[src/rtl/riscv_multi_pkg.sv]
// Shared opcodes, funct3 codes, FSM states and sub-word lane helpers for riscv_multi_hs.
// Pure declarations and combinational functions; no state, no latency.
package riscv_multi_pkg;

    localparam logic [6:0] OP_LUI    = 7'b0110111;
    localparam logic [6:0] OP_AUIPC  = 7'b0010111;
    localparam logic [6:0] OP_JAL    = 7'b1101111;
    localparam logic [6:0] OP_JALR   = 7'b1100111;
    localparam logic [6:0] OP_BRANCH = 7'b1100011;
    localparam logic [6:0] OP_LOAD   = 7'b0000011;
    localparam logic [6:0] OP_STORE  = 7'b0100011;
    localparam logic [6:0] OP_IMM    = 7'b0010011;
    localparam logic [6:0] OP_REG    = 7'b0110011;
    localparam logic [6:0] OP_SYSTEM = 7'b1110011;

    localparam logic [2:0] F3_LB  = 3'b000;
    localparam logic [2:0] F3_LH  = 3'b001;
    localparam logic [2:0] F3_LW  = 3'b010;
    localparam logic [2:0] F3_LBU = 3'b100;
    localparam logic [2:0] F3_LHU = 3'b101;

    localparam logic [2:0] F3_SB  = 3'b000;
    localparam logic [2:0] F3_SH  = 3'b001;
    localparam logic [2:0] F3_SW  = 3'b010;

    localparam logic [2:0] F3_BEQ  = 3'b000;
    localparam logic [2:0] F3_BNE  = 3'b001;
    localparam logic [2:0] F3_BLT  = 3'b100;
    localparam logic [2:0] F3_BGE  = 3'b101;
    localparam logic [2:0] F3_BLTU = 3'b110;
    localparam logic [2:0] F3_BGEU = 3'b111;

    typedef enum logic [2:0] {
        ST_BOOT, ST_FETCH, ST_DECODE, ST_EXECUTE, ST_MEM, ST_HALT
    } state_t;

    typedef struct packed {
        logic [3:0]  be;
        logic [31:0] wdata;
    } lanes_t;

    function automatic logic [31:0] load_extract(input logic [31:0] word,
                                                 input logic [1:0]  a,
                                                 input logic [2:0]  funct3);
        logic [7:0]  b;
        logic [15:0] h;
        case (a)
            2'd0:    b = word[7:0];
            2'd1:    b = word[15:8];
            2'd2:    b = word[23:16];
            default: b = word[31:24];
        endcase
        h = a[1] ? word[31:16] : word[15:0];
        case (funct3)
            F3_LB:   return {{24{b[7]}}, b};
            F3_LH:   return {{16{h[15]}}, h};
            F3_LBU:  return {24'b0, b};
            F3_LHU:  return {16'b0, h};
            default: return word;
        endcase
    endfunction

    // Store data is replicated into every lane; be selects which lanes the memory keeps.
    function automatic lanes_t store_lanes(input logic [31:0] rs2,
                                           input logic [1:0]  a,
                                           input logic [2:0]  funct3);
        lanes_t l;
        case (funct3)
            F3_SB: begin
                l.be    = 4'b0001 << a;
                l.wdata = {4{rs2[7:0]}};
            end
            F3_SH: begin
                l.be    = 4'b0011 << {a[1], 1'b0};
                l.wdata = {2{rs2[15:0]}};
            end
            F3_SW: begin
                l.be    = 4'b1111;
                l.wdata = rs2;
            end
            default: begin
                l.be    = 4'b1111;
                l.wdata = rs2;
            end
        endcase
        return l;
    endfunction

endpackage

[src/rtl/riscv_alu.sv]
// Combinational RV32 ALU and branch comparator.
// Zero latency; no handshake.
module riscv_alu
    import riscv_multi_pkg::*;
(
    input  logic [2:0]  funct3,
    input  logic        funct7b5,
    input  logic [31:0] opA,
    input  logic [31:0] opB,
    output logic [31:0] result,
    output logic        take_branch
);

    logic [4:0] shamt;
    assign shamt = opB[4:0];

    always_comb begin
        result = '0;
        case (funct3)
            3'b000:  result = funct7b5 ? (opA - opB) : (opA + opB);
            3'b001:  result = opA << shamt;
            3'b010:  result = {31'b0, $signed(opA) < $signed(opB)};
            3'b011:  result = {31'b0, opA < opB};
            3'b100:  result = opA ^ opB;
            3'b101:  result = funct7b5 ? 32'($signed(opA) >>> shamt) : (opA >> shamt);
            3'b110:  result = opA | opB;
            default: result = opA & opB;
        endcase
    end

    always_comb begin
        take_branch = 1'b0;
        case (funct3)
            F3_BEQ:  take_branch = (opA == opB);
            F3_BNE:  take_branch = (opA != opB);
            F3_BLT:  take_branch = ($signed(opA) < $signed(opB));
            F3_BGE:  take_branch = ($signed(opA) >= $signed(opB));
            F3_BLTU: take_branch = (opA < opB);
            F3_BGEU: take_branch = (opA >= opB);
            default: take_branch = 1'b0;
        endcase
    end

endmodule

[src/rtl/riscv_multi_hs.sv]
// Multicycle RV32I/RV32E core on one shared req/rdy memory port; optional RISCV_MULTI_MISALIGN_TRAP_EN.
// Latency: 3 clk ALU/branch/jump, 4 clk load/store, +1 clk per memory wait cycle.
// Backpressure: FETCH and MEM hold address and request stable until mem_rdy.
module riscv_multi_hs
    import riscv_multi_pkg::*;
#(
    parameter logic [31:0] RESET_PC  = 32'h0000_0000,
    parameter int          REG_COUNT = 32
) (
    input  logic        clk,
    input  logic        reset_n,
    output logic [31:0] mem_addr,
    output logic        mem_req,
    output logic        mem_we,
    output logic [3:0]  mem_be,
    output logic [31:0] mem_wdata,
    input  logic        mem_rdy,
    input  logic [31:0] mem_rdata,
    output logic        halted,
    output logic        fault
);

    localparam int         IDX_W     = $clog2(REG_COUNT);
    localparam logic [5:0] REG_LIMIT = 6'(REG_COUNT);

    state_t      state, stateNext;
    logic [31:0] pc, pcNext, instr, rs1Val, rs2Val;
    logic [31:0] regs [1:REG_COUNT-1];

    logic [6:0]  opcode;
    logic [4:0]  rd, rs1Idx, rs2Idx;
    logic [2:0]  funct3;
    logic [31:0] immI, immS, immB, immU, immJ;

    assign opcode = instr[6:0];
    assign rd     = instr[11:7];
    assign funct3 = instr[14:12];
    assign rs1Idx = instr[19:15];
    assign rs2Idx = instr[24:20];
    assign immI   = {{20{instr[31]}}, instr[31:20]};
    assign immS   = {{20{instr[31]}}, instr[31:25], instr[11:7]};
    assign immB   = {{19{instr[31]}}, instr[31], instr[7], instr[30:25], instr[11:8], 1'b0};
    assign immU   = {instr[31:12], 12'b0};
    assign immJ   = {{11{instr[31]}}, instr[31], instr[19:12], instr[20], instr[30:21], 1'b0};

    function automatic logic [31:0] readReg(input logic [4:0] idx);
        if (idx == 5'd0 || {1'b0, idx} >= REG_LIMIT)
            return '0;
        return regs[idx[IDX_W-1:0]];
    endfunction

    logic [31:0] aluB, aluResult;
    logic        aluAlt, takeBranch;

    always_comb begin
        aluB   = rs2Val;
        aluAlt = 1'b0;
        case (opcode)
            OP_REG: aluAlt = instr[30];
            OP_IMM: begin
                aluB   = immI;
                aluAlt = instr[30] & (funct3 == 3'b101);
            end
            default: ;
        endcase
    end

    riscv_alu u_alu (
        .funct3      (funct3),
        .funct7b5    (aluAlt),
        .opA         (rs1Val),
        .opB         (aluB),
        .result      (aluResult),
        .take_branch (takeBranch)
    );

    // Halfword/word accesses are forced onto their natural boundary.
    logic [31:0] effAddr, dataAddr;
    lanes_t      lanes;

    assign effAddr = rs1Val + ((opcode == OP_STORE) ? immS : immI);

    always_comb begin
        dataAddr = effAddr;
        if (funct3[1:0] == F3_LH[1:0])
            dataAddr = {effAddr[31:1], 1'b0};
        else if (funct3[1:0] == F3_LW[1:0])
            dataAddr = {effAddr[31:2], 2'b00};
    end

    assign lanes = store_lanes(rs2Val, dataAddr[1:0], funct3);

`ifdef RISCV_MULTI_MISALIGN_TRAP_EN
    logic misaligned, faultSet, faultQ;
    assign misaligned = ((funct3[1:0] == F3_LH[1:0]) & effAddr[0]) |
                        ((funct3[1:0] == F3_LW[1:0]) & (effAddr[1:0] != 2'b00));
`endif

    logic        wbEn;
    logic [31:0] wbData;

    always_comb begin
        stateNext = state;
        pcNext    = pc;
        wbEn      = 1'b0;
        wbData    = '0;
        mem_req   = 1'b0;
        mem_we    = 1'b0;
        mem_be    = 4'b0000;
        mem_wdata = '0;
        mem_addr  = pc;
`ifdef RISCV_MULTI_MISALIGN_TRAP_EN
        faultSet  = 1'b0;
`endif
        case (state)
            ST_BOOT: stateNext = ST_FETCH;
            ST_FETCH: begin
                mem_req = 1'b1;
                mem_be  = 4'b1111;
                if (mem_rdy)
                    stateNext = ST_DECODE;
            end
            ST_DECODE: stateNext = ST_EXECUTE;
            ST_EXECUTE: begin
                stateNext = ST_FETCH;
                pcNext    = pc + 32'd4;
                case (opcode)
                    OP_LUI:   begin wbEn = 1'b1; wbData = immU; end
                    OP_AUIPC: begin wbEn = 1'b1; wbData = pc + immU; end
                    OP_JAL: begin
                        wbEn   = 1'b1;
                        wbData = pc + 32'd4;
                        pcNext = pc + immJ;
                    end
                    OP_JALR: begin
                        wbEn   = 1'b1;
                        wbData = pc + 32'd4;
                        pcNext = (rs1Val + immI) & ~32'd1;
                    end
                    OP_BRANCH: if (takeBranch) pcNext = pc + immB;
                    OP_IMM, OP_REG: begin wbEn = 1'b1; wbData = aluResult; end
                    OP_LOAD, OP_STORE: begin
                        stateNext = ST_MEM;
`ifdef RISCV_MULTI_MISALIGN_TRAP_EN
                        if (misaligned) begin
                            stateNext = ST_HALT;
                            pcNext    = pc;
                            faultSet  = 1'b1;
                        end
`endif
                    end
                    // ECALL/EBREAK only; every other SYSTEM encoding falls through as a NOP.
                    OP_SYSTEM: if (funct3 == 3'b000 && instr[31:21] == 11'd0) begin
                        stateNext = ST_HALT;
                        pcNext    = pc;
                    end
                    default: ;
                endcase
            end
            ST_MEM: begin
                mem_req  = 1'b1;
                mem_addr = dataAddr;
                if (opcode == OP_STORE) begin
                    mem_we    = 1'b1;
                    mem_be    = lanes.be;
                    mem_wdata = lanes.wdata;
                end else begin
                    mem_be = 4'b1111;
                end
                if (mem_rdy) begin
                    stateNext = ST_FETCH;
                    if (opcode == OP_LOAD) begin
                        wbEn   = 1'b1;
                        wbData = load_extract(mem_rdata, dataAddr[1:0], funct3);
                    end
                end
            end
            default: ;
        endcase
    end

    always_ff @(posedge clk or negedge reset_n) begin
        if (!reset_n) begin
            state  <= ST_BOOT;
            pc     <= RESET_PC;
            instr  <= '0;
            rs1Val <= '0;
            rs2Val <= '0;
        end else begin
            state <= stateNext;
            pc    <= pcNext;
            if (state == ST_FETCH && mem_rdy)
                instr <= mem_rdata;
            if (state == ST_DECODE) begin
                rs1Val <= readReg(rs1Idx);
                rs2Val <= readReg(rs2Idx);
            end
        end
    end

    always_ff @(posedge clk or negedge reset_n) begin
        if (!reset_n) begin
            for (int i = 1; i < REG_COUNT; i++)
                regs[i] <= '0;
        end else if (wbEn && rd != 5'd0 && {1'b0, rd} < REG_LIMIT) begin
            regs[rd[IDX_W-1:0]] <= wbData;
        end
    end

`ifdef RISCV_MULTI_MISALIGN_TRAP_EN
    always_ff @(posedge clk or negedge reset_n) begin
        if (!reset_n)
            faultQ <= 1'b0;
        else if (faultSet)
            faultQ <= 1'b1;
    end
    assign fault = faultQ;
`else
    assign fault = 1'b0;
`endif

    assign halted = (state == ST_HALT);

endmodule

[config.mk]
export PLATFORM = sky130hd
export DESIGN_NAME = riscv_multi_hs
export DESIGN_NICKNAME = d
export VERILOG_FILES = /design/src/rtl/riscv_multi_pkg.sv /design/src/rtl/riscv_alu.sv /design/src/rtl/riscv_multi_hs.sv
export SDC_FILE = /design/constraint.sdc
export NUM_CORES = 2
export LEC_CHECK = 0
export CAP_MARGIN = 5
export CORE_ASPECT_RATIO = 1.75
export CORE_MARGIN = 1.5
export CORE_UTILIZATION = 55
export DETAILED_ROUTE_END_ITERATION = 7
export DONT_BUFFER_PORTS = 1
export PLACE_DENSITY = 0.73
export RECOVER_POWER = 25
export SYNTH_ARGS = -nofsm -noshare
export SYNTH_HDL_FRONTEND = slang
export SYNTH_HIERARCHICAL = 1
export SYNTH_SLANG_ARGS = --single-unit
[constraint.sdc]
create_clock -name clk -period 6.37 [get_ports clk]
set_clock_uncertainty 0.2 [all_clocks]
set_input_delay 1.274 -clock clk [delete_from_list [all_inputs] [get_ports clk]]
set_output_delay 1.274 -clock clk [all_outputs]
set_load 0.005 [all_outputs]
==> flow_summary.yaml <==
timing:
  period_needed_ns: 6.227
  fin_ws_ns: 0.1426
  fmax_mhz: 160.6
  slew_viol_final: 548
  fin_hold_ws_ns: 0.2975
  rsz0062_at_grt: "false"
  finalHoldViolations: 0
  tns_ns: 0
  min_period_over_period: 0.9776
  setup_viol: 0
  relSlewSlack: -1.615
  tightest_slew_ns: 3.922
power_and_ir_drop:
  ir_worst_vdd_mv: 0.3115
  power_density_nw_per_um2: 361.1
  fin_total_pwr_uw: 29910
  p_leak_uw: 0.03470
drt:
  drt_pre_antenna_iters: 6
  totalWireLength_um: 329700
  drtAntennaViolNets: 0
  drc: 0
  first_iter_violations: 8420
  vias_per_cell: 7.131
  avgRoutedWirePerCell_um: 34.88
  vias: 67420
place:
  place.gp.congestion: 1.095
  place_ws_ns: -0.3002
  hpwl_um: 229200
  port_buffers: 0
synth:
  postSynthNetCount: 7875
  synth_edf_count: 0
  synth.distinct_cells: 110
  synthTopCellsByCount: "nand2_1, dfrtp_1, o21ai_0"
  synthArstFlopShare: 1.000
  synth.most_common_cell: "nand2_1"
  syn_inst: 7646
  netlist.area_leader.share: 0.3759
  ys_ff_latch: 1122
  synth_flop_cell: "dfrtp_1"
  syn_avg_cell_area_um2: 9.768
  yosys_warnings: 6
  synth_area_um2: 74680
  synth_area_leaders: "dfrtp_1, mux4_2, o21ai_0, nand2_1, a21oi_1"
  yosysSeqAreaShare: 0.3759
  synth_top_area_cell: "dfrtp_1"
clock_network:
  h-tree-depth: 3
  clkSlewWorstSetupHoldPaths_ns: 0.07
  clock-sinks: 1122
  hold_buffers: 0
  cts_made_buffers: 102
  root_buffer: "clkbuf_16"
  cts_buffer_depth: 3
  worstSkewPairLatency_ns: 0.79
  cts_tree: "built"
die:
  std_cell_rows: 178
  core_um2: 134500
  io_pins: 107
  start_util: 0.5552
  dieArea_um2: 138100
  die_w_um: 281.6
  die_h_um: 490.5
final_layout:
  num-fill-cells: 11130
  synthToLayoutAreaGrowth_pct: 10.89
  nets: 7787
  layout-drive-gt1-share: 0.2128
global_route:
  grt_overflow: 0
  antenna_found_initial: 31
  grt_max_degree: 149
  first_global_vias: 67320
  use_met1: 0.5441
  track_usage: 0.4829
  gr-max-usage-layer: "met2"
  grt_pass1_wl_um: 474200
  use_met2: 0.7378
  met3_usage: 0.1235
critical_path:
  cp_data_required_time_ns: 6.75
  worstSetupPathType: "register to register"
  crit_fanout: 15
  end_kind: "register"
  worstPathArrival_ns: 6.61
  cp-start-kind: "register"
run_status:
  status: "finished with violations"
  violations: "max-capacitance violations, max-slew violations"
worst_hold_path:
  min_path_type: "register to register"
run:
  cap_violations: 8
-- critical path: stages, from the launching register on --
cell,delay (ns)
dfrtp_1,0.39
nand4bb_4,0.25
or3_4,0.42
buf_4,0.18
buf_6,0.17
mux2_2,0.25
inv_1,0.07
buf_4,0.14
ha_1,0.20
nor2b_2,0.16
buf_4,0.16
a2111o_1,0.42
o211a_1,0.30
a21o_2,0.24
buf_4,0.14
a21oi_1,0.13
nor3_1,0.08
o21ai_0,0.32
xnor2_1,0.23
buf_4,0.18
o22ai_4,0.11
a222oi_1,0.38
o21ai_1,0.18
a21boi_4,0.22
buf_12,0.16
bufbuf_16,0.29
o21ai_0,0.09
-- where the power goes --
part	leakage, µW	total [µW]	internal [µW]	switching, µW
Clock	0.00174	6630	3640	2990
Sequential	0.0155	8360	7510	851
Combinational	0.0175	14900	5020	9900
-- path summary, 6_finish.rpt --
path,start,end,slack [ns],depth (start not counted)
min reg2reg,regs[386]$_DFFE_PN0P_,regs[386]$_DFFE_PN0P_,0.30,2
min,regs[386]$_DFFE_PN0P_,regs[386]$_DFFE_PN0P_,0.30,2
min in group asynchronous,reset_n,instr[19]$_DFFE_PN0P_,1.55,1
max reg2reg,instr[2]$_DFFE_PN0P_,regs[21]$_DFFE_PN0P_,0.14,26
max in group asynchronous,reset_n,regs[816]$_DFFE_PN0P_,0.66,2
max,instr[2]$_DFFE_PN0P_,regs[21]$_DFFE_PN0P_,0.14,26
-- area by class of cell --
cell class | count | area [µm²] | share of cell area
inverters | 151 | 568.0 | 0.006859
clock inverters | 44 | 663.1 | 0.008007
well taps | 1800 | 2252 | 0.02719
flip-flops and latches | 1122 | 28110 | 0.3395
diodes | 18 | 45.04 | 0.0005439
repair buffers | 508 | 4461 | 0.05386
clock buffers | 138 | 2908 | 0.03511
multi-input cells | 5673 | 43800 | 0.5289
-- routing by layer --
metal / part of all wire / wire (µm) / vias up
li1: - / - / 27890
met1: 0.33 / 108000 / 33390
met2: 0.46 / 150600 / 4511
met3: 0.095 / 31220 / 1598
met4: 0.12 / 39730 / 32
met5: 0.00062 / 203 / -
-- stage by stage --
step / std cells / cell area (µm²) / util
finish: 9454 / 82820 / 0.6156
global route: 9443 / 82790 / 0.6154
CTS: 9431 / 82540 / 0.6136
detailed placement: 9247 / 78860 / 0.5862
global placement: 9247 / 78860 / 0.5862
floorplan: 7646 / 74700 / -
-- what timing repair did --
action | CTS | global route
endpoints found under the setup margin | 140 | 340
gates resized for setup | 16 | 49
gates cloned | 1 | 0
pin swaps | 3 | 7
buffers inserted | 1 | 4
-- sequential cells by signal, summed over array words and instances (netlist names) --
register  count
instr        32
pc           31
regs        992
rs1Val       32
rs2Val       32
state         3
-- cell usage in the layout (no fill, tap or decap), types with 40 or more instances in the layout --
cell       Yosys  layout
a211oi_1      57      54
a21o_1        82      82
a21oi_1      550     533
a31oi_1       42      41
buf_12         0      50
buf_4         11     444
clkbuf_16      0     102
dfrtp_1     1122    1110
ha_1         187     182
inv_1        146     144
mux2_2       145     143
mux2i_1      177     170
mux4_2       605     605
nand2_1     1179    1152
nand3_1       56      55
nand4_1       40      40
nor2_1       531     526
nor3_1        75      67
o21ai_0     1095    1085
o21ai_1       41      46
xnor2_1      100      99
xor2_1        49      47
-- cells by family (layout without fill, tap and decap cells) --
family / count (synthesis) / in the layout / share of synthesized area
AOI/OAI and AO/OA: 2289 / 2289 / 0.1793
buffers and inverters: 851 / 841 / 0.04518
DFF: 1122 / 1122 / 0.3759
and+or+nand+nor: 2113 / 2113 / 0.1208
other: 1 / 19 / 0.00005021
xor gates and xnor gates: 149 / 149 / 0.01747
muxes: 927 / 927 / 0.2280
adders and majority gates: 194 / 194 / 0.03320
No activity file was read; power rests on OpenSTA's default activity.
